## config.mk

```make
export PLATFORM = sky130hd
export DESIGN_NAME = i2c_bus_monitor
export DESIGN_NICKNAME = d
export VERILOG_FILES = /design/src/rtl/i2c_bus_monitor.sv
export SDC_FILE = /design/constraint.sdc
export NUM_CORES = 1
export LEC_CHECK = 0
export CAP_MARGIN = 20
export CORE_ASPECT_RATIO = 1.25
export CORE_MARGIN = 5
export CORE_UTILIZATION = 54
export CTS_CLUSTER_SIZE = 8
export DETAILED_ROUTE_END_ITERATION = 12
export HOLD_SLACK_MARGIN = 0.05
export PLACE_DENSITY_LB_ADDON = 0.15
export SETUP_SLACK_MARGIN = 0.15
export SLEW_MARGIN = 20
export SYNTH_ARGS = -nofsm -noshare
export SYNTH_HDL_FRONTEND = slang
export SYNTH_SLANG_ARGS = --single-unit
```

## constraint.sdc

```tcl
create_clock -name clk -period 2.38 [get_ports clk]
set_input_delay 0.595 -clock clk [delete_from_list [all_inputs] [get_ports clk]]
set_output_delay 0.595 -clock clk [all_outputs]
set_load 0.03 [all_outputs]
```

## src/rtl/i2c_bus_monitor.sv

```systemverilog
// Passive I2C bus monitor: synchronised, glitch-filtered START/STOP detection plus byte/ACK capture.
// Optional SCL-low bus timeout is built only when I2C_TIMEOUT_EN is defined. DATA_W must be at least 2.
module i2c_bus_monitor #(
  parameter int SYNC_STAGES = 2,
  parameter int FILT_LEN    = 3,
  parameter int DATA_W      = 8,
  parameter int TIMEOUT_CYC = 1000
) (
  input  logic              clk,
  input  logic              rst,
  input  logic              scl_in,
  input  logic              sda_in,
  output logic              start_det,
  output logic              stop_det,
  output logic              bus_busy,
  output logic [DATA_W-1:0] data_out,
  output logic              data_valid,
  output logic              ack_bit,
  output logic              ack_valid,
  output logic              timeout
);

  localparam int FCW = (FILT_LEN > 1) ? $clog2(FILT_LEN) : 1;
  localparam int BCW = $clog2(DATA_W + 1);
  localparam logic [FCW-1:0] FILT_LAST = FCW'(FILT_LEN - 1);
  localparam logic [BCW-1:0] BIT_LAST  = BCW'(DATA_W - 1);

  typedef enum logic [1:0] {
    ST_IDLE = 2'd0,
    ST_DATA = 2'd1,
    ST_ACK  = 2'd2
  } state_t;

  logic [SYNC_STAGES-1:0] r_scl_sync;
  logic [SYNC_STAGES-1:0] r_sda_sync;
  logic [1:0]             w_line_s;
  logic [1:0]             r_line_f;
  logic [1:0]             r_line_p;
  logic [FCW-1:0]         r_fcnt [2];

  logic w_scl_f, w_sda_f, w_scl_p, w_sda_p;
  logic w_start, w_stop, w_rise, w_to_evt;

  state_t            r_state, w_state_nxt;
  logic [DATA_W-2:0] r_shift, w_shift_nxt;
  logic [DATA_W-1:0] w_shift_in;
  logic [BCW-1:0]    r_bit_cnt, w_bit_cnt_nxt;
  logic [DATA_W-1:0] r_data, w_data_nxt;
  logic r_ack, w_ack_nxt;
  logic r_start_det, w_start_nxt;
  logic r_stop_det, w_stop_nxt;
  logic r_dv, w_dv_nxt;
  logic r_av, w_av_nxt;
  logic r_bus_busy, w_busy_nxt;
  logic r_timeout, w_to_nxt;

  // Raw line synchronisers, idle-high after reset.
  always_ff @(posedge clk) begin
    if (rst) begin
      r_scl_sync <= '1;
      r_sda_sync <= '1;
    end else begin
      r_scl_sync <= {r_scl_sync[SYNC_STAGES-2:0], scl_in};
      r_sda_sync <= {r_sda_sync[SYNC_STAGES-2:0], sda_in};
    end
  end

  assign w_line_s = {r_sda_sync[SYNC_STAGES-1], r_scl_sync[SYNC_STAGES-1]};

  // Per-line glitch filter (index 0 = SCL, 1 = SDA) and previous-value registers for edge detection.
  always_ff @(posedge clk) begin
    if (rst) begin
      r_line_f <= 2'b11;
      r_line_p <= 2'b11;
      for (int i = 0; i < 2; i++) r_fcnt[i] <= '0;
    end else begin
      r_line_p <= r_line_f;
      for (int i = 0; i < 2; i++) begin
        if (w_line_s[i] == r_line_f[i]) begin
          r_fcnt[i] <= '0;
        end else if (r_fcnt[i] == FILT_LAST) begin
          r_line_f[i] <= ~r_line_f[i];
          r_fcnt[i]   <= '0;
        end else begin
          r_fcnt[i] <= r_fcnt[i] + FCW'(1);
        end
      end
    end
  end

  assign w_scl_f = r_line_f[0];
  assign w_sda_f = r_line_f[1];
  assign w_scl_p = r_line_p[0];
  assign w_sda_p = r_line_p[1];

  // Requiring SCL high on both samples suppresses START/STOP when both lines move together.
  assign w_start = w_scl_p & w_scl_f & w_sda_p & ~w_sda_f;
  assign w_stop  = w_scl_p & w_scl_f & ~w_sda_p & w_sda_f;
  assign w_rise  = ~w_scl_p & w_scl_f;

`ifdef I2C_TIMEOUT_EN
  localparam int TCW = $clog2(TIMEOUT_CYC + 1);
  localparam logic [TCW-1:0] TO_LAST = TCW'(TIMEOUT_CYC - 1);
  logic [TCW-1:0] r_to_cnt;
  logic           w_to_hit;

  assign w_to_hit = r_bus_busy & ~w_scl_f & (r_to_cnt == TO_LAST);
  assign w_to_evt = w_to_hit & ~w_stop;

  // SCL-low duration counter while the bus is owned.
  always_ff @(posedge clk) begin
    if (rst || !r_bus_busy || w_scl_f || w_to_hit) begin
      r_to_cnt <= '0;
    end else begin
      r_to_cnt <= r_to_cnt + TCW'(1);
    end
  end
`else
  assign w_to_evt = 1'b0;
`endif

  // FSM state register.
  always_ff @(posedge clk) begin
    if (rst) begin
      r_state <= ST_IDLE;
    end else begin
      r_state <= w_state_nxt;
    end
  end

  // FSM next state: STOP/timeout, then START, then SCL rise.
  always_comb begin
    w_state_nxt = r_state;
    if (w_stop || w_to_evt) begin
      w_state_nxt = ST_IDLE;
    end else if (w_start) begin
      w_state_nxt = ST_DATA;
    end else begin
      case (r_state)
        ST_DATA: w_state_nxt = (w_rise && (r_bit_cnt == BIT_LAST)) ? ST_ACK : ST_DATA;
        ST_ACK:  w_state_nxt = w_rise ? ST_DATA : ST_ACK;
        default: w_state_nxt = ST_IDLE;
      endcase
    end
  end

  assign w_shift_in = {r_shift, w_sda_f};

  // Next values of the datapath and output registers, with the same event priority as the FSM.
  always_comb begin
    w_shift_nxt   = r_shift;
    w_bit_cnt_nxt = r_bit_cnt;
    w_data_nxt    = r_data;
    w_ack_nxt     = r_ack;
    w_busy_nxt    = r_bus_busy;
    w_start_nxt   = 1'b0;
    w_stop_nxt    = 1'b0;
    w_dv_nxt      = 1'b0;
    w_av_nxt      = 1'b0;
    w_to_nxt      = w_to_evt;
    if (w_stop || w_to_evt) begin
      w_stop_nxt    = w_stop;
      w_busy_nxt    = 1'b0;
      w_shift_nxt   = '0;
      w_bit_cnt_nxt = '0;
    end else if (w_start) begin
      w_start_nxt   = 1'b1;
      w_busy_nxt    = 1'b1;
      w_shift_nxt   = '0;
      w_bit_cnt_nxt = '0;
    end else if (w_rise) begin
      case (r_state)
        ST_DATA: begin
          w_shift_nxt   = w_shift_in[DATA_W-2:0];
          w_bit_cnt_nxt = r_bit_cnt + BCW'(1);
          w_dv_nxt      = (r_bit_cnt == BIT_LAST);
          w_data_nxt    = (r_bit_cnt == BIT_LAST) ? w_shift_in : r_data;
        end
        ST_ACK: begin
          w_ack_nxt     = w_sda_f;
          w_av_nxt      = 1'b1;
          w_bit_cnt_nxt = '0;
        end
        default: w_bit_cnt_nxt = r_bit_cnt;
      endcase
    end else begin
      w_shift_nxt = r_shift;
    end
  end

  // Datapath and registered outputs.
  always_ff @(posedge clk) begin
    if (rst) begin
      r_shift     <= '0;
      r_bit_cnt   <= '0;
      r_data      <= '0;
      r_ack       <= 1'b1;
      r_bus_busy  <= 1'b0;
      r_start_det <= 1'b0;
      r_stop_det  <= 1'b0;
      r_dv        <= 1'b0;
      r_av        <= 1'b0;
      r_timeout   <= 1'b0;
    end else begin
      r_shift     <= w_shift_nxt;
      r_bit_cnt   <= w_bit_cnt_nxt;
      r_data      <= w_data_nxt;
      r_ack       <= w_ack_nxt;
      r_bus_busy  <= w_busy_nxt;
      r_start_det <= w_start_nxt;
      r_stop_det  <= w_stop_nxt;
      r_dv        <= w_dv_nxt;
      r_av        <= w_av_nxt;
      r_timeout   <= w_to_nxt;
    end
  end

  assign start_det  = r_start_det;
  assign stop_det   = r_stop_det;
  assign bus_busy   = r_bus_busy;
  assign data_out   = r_data;
  assign data_valid = r_dv;
  assign ack_bit    = r_ack;
  assign ack_valid  = r_av;
  assign timeout    = r_timeout;

endmodule
```

Word level (Yosys, flattened, before mapping)
Memories as Yosys holds them, arrays and structs flattened.
Index checks and enable logic that the tools add are counted.
{"block": "word_totals", "mem_bits_rw": 4, "register_bits": 35, "n_memories": 1, "in_bits": 4, "word_cells": 99, "output_inout_bits": 15}
{"block": "classes", "mux": 38, "n_eq_ne": 7, "n_reduce_logical": 12, "n_addsub": 3, "bitwise": 22}
{"name": "r_fcnt", "depth": 2, "word_bits": 2, "read_ports": 2, "rd_ports_with_merged_regs": 0, "write_ports": 2, "line_no": "39", "text": "logic [FCW-1:0] r_fcnt [2];"}
{"op": "1-bit 2-to-1 mux", "count": 28}
{"op": "2-bit 2-to-1 mux", "count": 8}
{"op": "1-bit inverter", "count": 10}
{"op": "4-bit case mux with 2 select lines", "count": 1}
{"op": "2-bit AND reduction", "count": 4}
{"op": "1-bit AND", "count": 6}
{"op": "2-bit equality test (second input constant)", "count": 3}
{"op": "1-bit OR", "count": 6}
{"op": "5-bit AND reduction", "count": 1}
{"op": "5-bit OR reduction", "count": 1}
{"op": "2-bit by 1-bit adder with 2-bit output (second input constant)", "count": 2}
{"op": "4-bit by 1-bit adder with 4-bit output (second input constant)", "count": 1}
{"op": "4-bit by 3-bit equality test with 1-bit output (second input constant)", "count": 1}
{"op": "2-bit case mux with 2 select lines", "count": 1}
{"op": "4-bit AND reduction", "count": 1}
{"op": "4-bit OR reduction", "count": 1}
{"op": "3-bit OR reduction", "count": 1}
{"op": "1-bit equality test", "count": 2}
{"op": "2-bit by 1-bit equality test with 1-bit output (second input constant)", "count": 1}
{"op": "2-bit nonzero test", "count": 1}
{"op": "2-bit OR reduction", "count": 1}
{"op": "1-bit logical AND", "count": 1}

Logic depth before layout (Yosys ltp)
Gate-level depths: netlist (run 1).
An unclocked memory read counts as a cell.
{"block": "logic_depth", "depth_word": 8, "ltp_mapped": 6, "mapped_depth_nobuf": 5}

Least setup slack after synthesis (run 1)
OpenSTA, ideal clock, no wires.
{"block": "synth_timing", "kind": "register to register", "startpoint": "register r_state[0]", "endpoint": "register r_bit_cnt[3]", "arrival_time_ps": 1727, "period_less_slack_ps": 1798, "n_path_buf": 1, "required_ps": 2309, "stages_incl_launch_ff": 7, "setup_slack_ps": 582, "setup_ps": 71, "path_cell_list": "dfxtp_1 inv_1 ha_1 or3b_1 buf_2 or4_1 a21oi_1"}
{"block": "synth_between", "elab_chain_cells": 3, "word_cells_on_any_way": 5, "cone_classes": "eq/ne: 2; mux: 1; reduce/logical: 2"}
{"item": "from (decl)", "line_no": "44", "text": "state_t r_state, w_state_nxt;"}
{"item": "from (signal assigned)", "line_no": "127", "text": "r_state <= w_state_nxt;"}
{"item": "2-bit equality test / 2-bit by 1-bit equality test with 1-bit output (equally long branches)", "line_no": "172", "text": "case (r_state)"}
{"item": "2-bit nonzero test (no source line)"}
{"item": "2-bit AND reduction (no source line)"}
{"item": "to (signal assigned)", "line_no": "206", "text": "r_bit_cnt <= w_bit_cnt_nxt;"}
{"item": "to (decl)", "line_no": "47", "text": "logic [BCW-1:0] r_bit_cnt, w_bit_cnt_nxt;"}
Several ways; a longest one is shown, not always the timed one.
A chain may end at the register's enable or synchronous reset.

Final worst setup path (run 1)
{"block": "layout_timing", "startpoint": "register r_bus_busy, in the netlist bus_busy", "endpoint": "output bus_busy"}
{"item": "from (decl)", "line_no": "54", "text": "logic r_bus_busy, w_busy_nxt;"}
{"item": "from (signal assigned)", "line_no": "209", "text": "r_bus_busy <= w_busy_nxt;"}
{"item": "to (decl)", "line_no": "15", "text": "output logic bus_busy,"}
No word-level cell between the ends.

==> results.md, run 1 <==
* Status: completed
* CTS tree: done
* Row count at 22
* Clock Path Buffers at 2
* Clk slew on worst S/H paths at 110 ps
* Vias in the first global route at approximately 1,200
* Worst skew pair latency at 340 ps
* Final ANT Viol Nets at 0
* Hold Buf Count CTS at 0
* Core area at a little under 3000 um^2
* Pre-CTS setup slack at between 400 and 500 ps
* Async S/R FF share, synth at 0%
* WS Path Type: reg -> out
* # setup viols final at 0
* Mapped Cells at around 160
* # clock sinks at 39
* Max-cap viol count at 0
* PwrDens at between 500 and 600 nW/um^2
* Number of port buffers at 17
* WP data arrival at approximately 1400 ps
* All-Layer GR Usage at between 10% and 20%
* Die footprint at ~4200 um^2
* Int Pwr at a little over 800 uW
* Drt initial violations at 18
* Setup ws final at about 360 ps
* Root Driver: clkbuf_4
* Slowest CP cell: clkdlybuf4s50_1
* Worst path cell trace: clkdlybuf4s50_1
* Most instantiated cells after synthesis: 35 x dfxtp_1, 17 x nand2b_1, 16 x mux2i_1
* Yosys top cell area share at 43.04%
* Tightest Hold Check Type: reg -> reg
* Cells after DPL at between 200 and 250
* Largest net degree at the start of global routing at 19
* CTS Buf Count at 5
* Max IR drop VDD at 0.4444 mV
* Lkg Pwr at approximately 0.75 nW
* Fin crit share at between 80% and 90%
* Top post-synthesis cells by area: dfxtp_1 43%, mux2i_1 9.8%, edfxtp_1 7.4%
* Setup bufs post-CTS at 0
* Die height at about 70 um
* Ys flop type: dfxtp_1
* Initial core utilization at 55.79%
* Clock power frac at between 20% and 30%
* Leading area contributor after synthesis: dfxtp_1
* Clock Skew at roughly 14 ps
* Fin. max-slew vios at 0
* DP HPWL at around 2100 um
* Io pins at 19
* Die width at between 50 and 60 um
* #FFs+latches synth at 39
* Number of antenna violations at the first check in global routing at 0
* Sw Ratio at a little under a quarter
* Vias/cell at approximately 5.3
* CP Data Required Time at 1780 ps
* DRT Pass-1 Iters at 6
* Min cycle time layout at 2021 ps
* Crit path max fanout at 3
* # DRC at 0
* Layout area overhead at 16.30%
* Upper clock frequency limit at approximately 0.49 GHz
* Buffers & Inverters on Critical Path at 1
* Sequential fraction of the synthesis area at ~50%
* Nets at 192
* WL/cell at 12.73 um
* CP top delay family: buffers and inverters
* Flop pwr share at 63.5%
* Post-route setup TNS at 0 ps
* Post-CTS sizing at 0
* Unrepaired setup endpoints after global routing: false
* Count leader, synth: dfxtp_1
* Power Total at 1.084 mW
* EDFF count, synth at 4
* GP Congestion at approximately 0.74
* Synth cell types at 36
* Yosys warnings at 0
* Comb power frac at between 6 and 7%
* Critical path capture point type: primary output
* Layout cells sized above 1 at 10.87%
* Util after Layout at 64.88%
* Crit-path max cell delay at 700 ps
* Avg Cell Area, Syn at ~10 um^2
* First-pass GRT wire length at around 4900 um
* DR vias at roughly 1,200
* Psw at 257.8 uW
* H-tree levels at 2
* Total grt overflow at 0
* Antenna cells at 0
* Post-Layout Cell Count at between 200 and 250
* Fin. Hold Viols at 0
* Setup crit start kind: flip-flop
* Mapped Area at 1628 um^2
* WL final at 2801 um
==> area by class of cell <==
class	instances	area (um^2)
multi-input cells	109	747.0
well taps	36	45.04
clock inverters	2	12.51
repair buffers	21	200.2
inverters	7	26.28
fillers	263	1025
flip-flops and latches	39	820.8
clock buffers	6	41.29
==> state kept, by name, indices dropped and copies added (netlist names) <==
name and flops:
data_out 8, data_valid 1, r_shift 7, ack_valid 1, start_det 1, r_fcnt 4, r_line_p 2, bus_busy 1
r_scl_sync 2, r_line_f 2, r_sda_sync 2, ack_bit 1, r_state 2, r_bit_cnt 4, stop_det 1
==> cells by family (layout without fill, tap and decap cells) <==
logic type	Yosys count	count (layout)	share of synthesized area, %
AO/OA/AOI/OAI	17	17	6.688
multiplexers	16	16	9.838
XOR/XNOR	3	3	1.614
flip-flops	39	39	50.42
buffers and inverters	17	36	4.766
AND/OR/NAND/NOR	63	63	22.37
adder cells (fa/ha/maj)	5	5	3.843
other	2	5	0.4614
==> path summary, 6_finish.rpt <==
path,slack (ps),to,start,cells after the start
hold / removal,430,r_sda_sync[1],r_sda_sync[0],1
hold reg to reg,430,r_sda_sync[1],r_sda_sync[0],1
setup reg to reg,450,r_bit_cnt[3],r_state[0],5
setup / recovery,360,bus_busy,bus_busy,1
==> stage by stage <==
step	instance area, um^2	hold WS [ps]
6_report	1893	428.4
3_5_place_dp	1839	398.5
5_1_grt	1893	442.2
4_1_cts	1893	431.2
2_1_floorplan	1639	389.5
3_3_place_gp	1839	399.2
==> cell usage in the layout, fill, tap and decap left out, types with 2 or more instances in the layout <==
| master | synthesis | final |
|---|---|---|
| dfxtp_1 | 35 | 35 |
| nand2b_1 | 17 | 17 |
| clkdlybuf4s50_1 | 0 | 17 |
| mux2i_1 | 16 | 16 |
| nor2_1 | 14 | 14 |
| inv_1 | 7 | 7 |
| or2_2 | 7 | 7 |
| a21oi_1 | 5 | 5 |
| ha_1 | 5 | 5 |
| conb_1 | 2 | 5 |
| clkbuf_4 | 0 | 5 |
| nand2_1 | 4 | 4 |
| nor2b_1 | 4 | 4 |
| o21ai_0 | 4 | 4 |
| buf_4 | 1 | 4 |
| edfxtp_1 | 4 | 4 |
| xnor2_1 | 3 | 3 |
| or3_1 | 3 | 3 |
| a211o_1 | 2 | 2 |
| nand3_1 | 2 | 2 |
| nor3b_1 | 2 | 2 |
| nand3b_1 | 2 | 2 |
| a31oi_1 | 2 | 2 |
==> per-layer routing <==
metal / global-route usage (%) / part of all wire (%)
met1: 14.85 / 41
met5: 0 / 0
met2: 27.15 / 52
met3: 4.324 / 4.8
met4: 9.824 / 2.4
==> power groups by stage <==
stage               Clock [mW]  Sequential, mW  Combinational [mW]
CTS                      0.338           0.689              0.0728
finish                   0.323           0.689              0.0720
floorplan                    0           0.701              0.0528
global placement             0           0.703              0.0695
detailed placement           0           0.704              0.0725
global route             0.366           0.691              0.0803
No activity file was read; power rests on OpenSTA's default activity.
==> run 2: changes to the inputs <==
- clock period: 2.38 -> 2.1 ns (I/O delays scaled with it)
==> run 2 against run 1 <==
Compared with the run above: flip-flop and latch count did not move; combinational power increased by 13%; final area rose by 2.3%; final cell count up 0.45%; via count decreased by 1.7%; core utilization rose by 1.5 points; die area is the same; routed wire length shrank 4.4%; hold slack better by 8.0 ps; largest cell class unchanged; largest power group unchanged.
==> results.md, run 2 (synthesis results as in run 1) <==
* R2R Path Start: r_state[0] (unchanged)
* Row count at 22 (unchanged)
* Min-delay src: r_sda_sync[0] (unchanged)
* Drt initial violations at 17 (was 18)
* Nets at 193 (was 192)
* Leading cell types in the layout, fill and taps excluded: 35 x dfxtp_1, 17 x nand2b_1, 16 x mux2i_1 (was 35 x dfxtp_1, 17 x nand2b_1, 17 x clkdlybuf4s50_1)
* Buffers & Inverters on Critical Path at 1 (unchanged)
* All-Layer GR Usage at 14.82% (was 15.23%)
* Setup crit start kind: flip-flop (unchanged)
* Unrepaired setup endpoints after global routing: false (unchanged)
* Storage cell area at 820.8 um^2 (unchanged)
* Root Driver: clkbuf_4 (unchanged)
* CTS tree: done (unchanged)
* Worst Reg2Reg Path Length in Cells at 5 (unchanged)
* Initial core utilization at 55.79% (unchanged)
* Most common cell after layout, fill and taps aside: dfxtp_1 (unchanged)
* Clock Path Buffers at 2 (unchanged)
* DRT Pass-1 Iters at 3 (was 6)
* Crit-path max cell delay at 680 ps (was 700 ps)
* Lkg Pwr at 0.8146 nW (was 0.7462 nW)
* Tightest Hold Check Type: reg -> reg (unchanged)
* Vias in the first global route at 1,119 (was 1,181)
* Crit path max fanout at 2 (was 3)
* Core area at 2918 um^2 (unchanged)
* WL/cell at 12.11 um (was 12.73 um)
* Reg2reg setup slack at 300 ps (was 450 ps)
* Setup ws final at 203.0 ps (was 359.4 ps)
* Worst skew pair latency at 340 ps (about the same)
* Slowest CP cell: clkdlybuf4s50_1 (unchanged)
* CTS Buf Count at 5 (unchanged)
* Worst path cell trace: clkdlybuf4s50_1 (unchanged)
* Crit path to: data_out[3] (was bus_busy)
* Total grt overflow at 0 (unchanged)
* Reg2reg end: r_bit_cnt[2] (was r_bit_cnt[3])
* DR vias at 1,135 (was 1,155)
* Largest net degree at the start of global routing at 19 (unchanged)
* Antenna cells at 0 (unchanged)
* # DRC at 0 (unchanged)
* CP top delay family: buffers and inverters (unchanged)
* Fin. Hold Viols at 0 (unchanged)
* Die footprint at 4219 um^2 (unchanged)
* Final ANT Viol Nets at 0 (unchanged)
* WS Path Type: reg -> out (unchanged)
* Max-cap viol count at 0 (unchanged)
* Clock Skew at 10.18 ps (was 13.70 ps)
* Number of port buffers at 17 (unchanged)
* Max FFs per register at 8 (unchanged)
* PwrDens at 648.3 nW/um^2 (was 572.7 nW/um^2)
* Die height at 71.39 um (unchanged)
* H-tree levels at 2 (unchanged)
* Area of the multi-input gates at 769.5 um^2 (was 747.0 um^2)
* Upper clock frequency limit at 0.5271 GHz
* Vias/cell at 5.136 (was 5.250)
* Util after Layout at 66.38% (was 64.88%)
* # setup viols final at 0 (unchanged)
* Power Total at 1.256 mW (was 1.084 mW)
* Stages on the worst setup path at 1 (unchanged)
* Pre-CTS setup slack at 181.8 ps (was 472.7 ps)
* Layout area overhead at 18.99% (was 16.30%)
* # clock sinks at 39 (unchanged)
* Clk slew on worst S/H paths at 110 ps (about the same)
* Io pins at 19 (unchanged)
* Min cycle time layout at about 1900 ps
* GP Congestion at 0.7342 (was 0.7360)
* Fin. max-slew vios at 0 (unchanged)
* Die width at 59.11 um (unchanged)
* WL final at 2677 um (was 2801 um)
* Status: completed (unchanged)
* First-pass GRT wire length at 4705 um (was 4864 um)
* Setup crit start: data_out[3] (was bus_busy)
* Max IR drop VDD at 0.6559 mV (was 0.4444 mV)
* WP data arrival at 1370 ps (was 1430 ps)
* Post-route setup TNS at 0 ps (unchanged)
* Number of antenna violations at the first check in global routing at 0 (unchanged)
* Critical path capture point type: primary output (unchanged)
* Layout cells sized above 1 at 13.51% (was 10.87%)
* Fill count at 262 (was 263)
* CP Data Required Time at 1570 ps (was 1780 ps)
* DP HPWL at 1892 um (was 2052 um)
* Fin crit share at between 90% and 100%
-- run 2: report_power, final --
group | leakage, nW | internal [mW] | switching (mW) | total (mW)
registers | 0.325 | 0.767 | 0.0135 | 0.780
logic | 0.454 | 0.0408 | 0.0403 | 0.0811
clock network | 0.0353 | 0.162 | 0.232 | 0.394
total | 0.815 | 0.970 | 0.286 | 1.26
-- run 2: timing repair --
item	CTS	global route
setup buffers	0	1
setup endpoints to repair	0	6
gates resized for setup	0	7
hold buffers	0	0
-- run 2: worst min-delay path by stage --
stage | depth (start not counted) | to
floorplan | 1 | r_scl_sync[1]
global placement | 1 | r_scl_sync[1]
detailed placement | 1 | r_scl_sync[1]
CTS | 1 | r_sda_sync[1]
global route | 1 | r_sda_sync[1]
finish | 1 | r_sda_sync[1]
-- run 2: stage by stage --
stage               hold slack (ps)  area (um^2)  instances
floorplan                     389.5         1639        165
global placement              397.8         1839        212
detailed placement            404.5         1839        212
CTS                           440.2         1899        220
global route                  454.8         1937        221
finish                        436.4         1937        221
-- run 2: final cells by class --
| class | count | area share, % |
|---|---|---|
| Sequential cell | 39 | 42.38 |
| Multi-Input combinational cell | 109 | 39.73 |
| Timing Repair Buffer | 22 | 11.11 |
| Clock buffer | 7 | 2.842 |
| Tap cell | 36 | 2.326 |
| Inverter | 7 | 1.357 |
| Clock inverter | 1 | 0.2584 |
-- run 2: metal layers --
layer,wire length [um],global-route usage (%)
met1,1132,16.52
met2,1375,25.06
met3,124,5.405
met4,44,6.045
met5,0,0
==> run 3: changes to the inputs <==
- CTS_CLUSTER_DIAMETER: unset -> 40
==> results of run 3 <==
Final layout, timing and power as in run 2 (identical DEF).
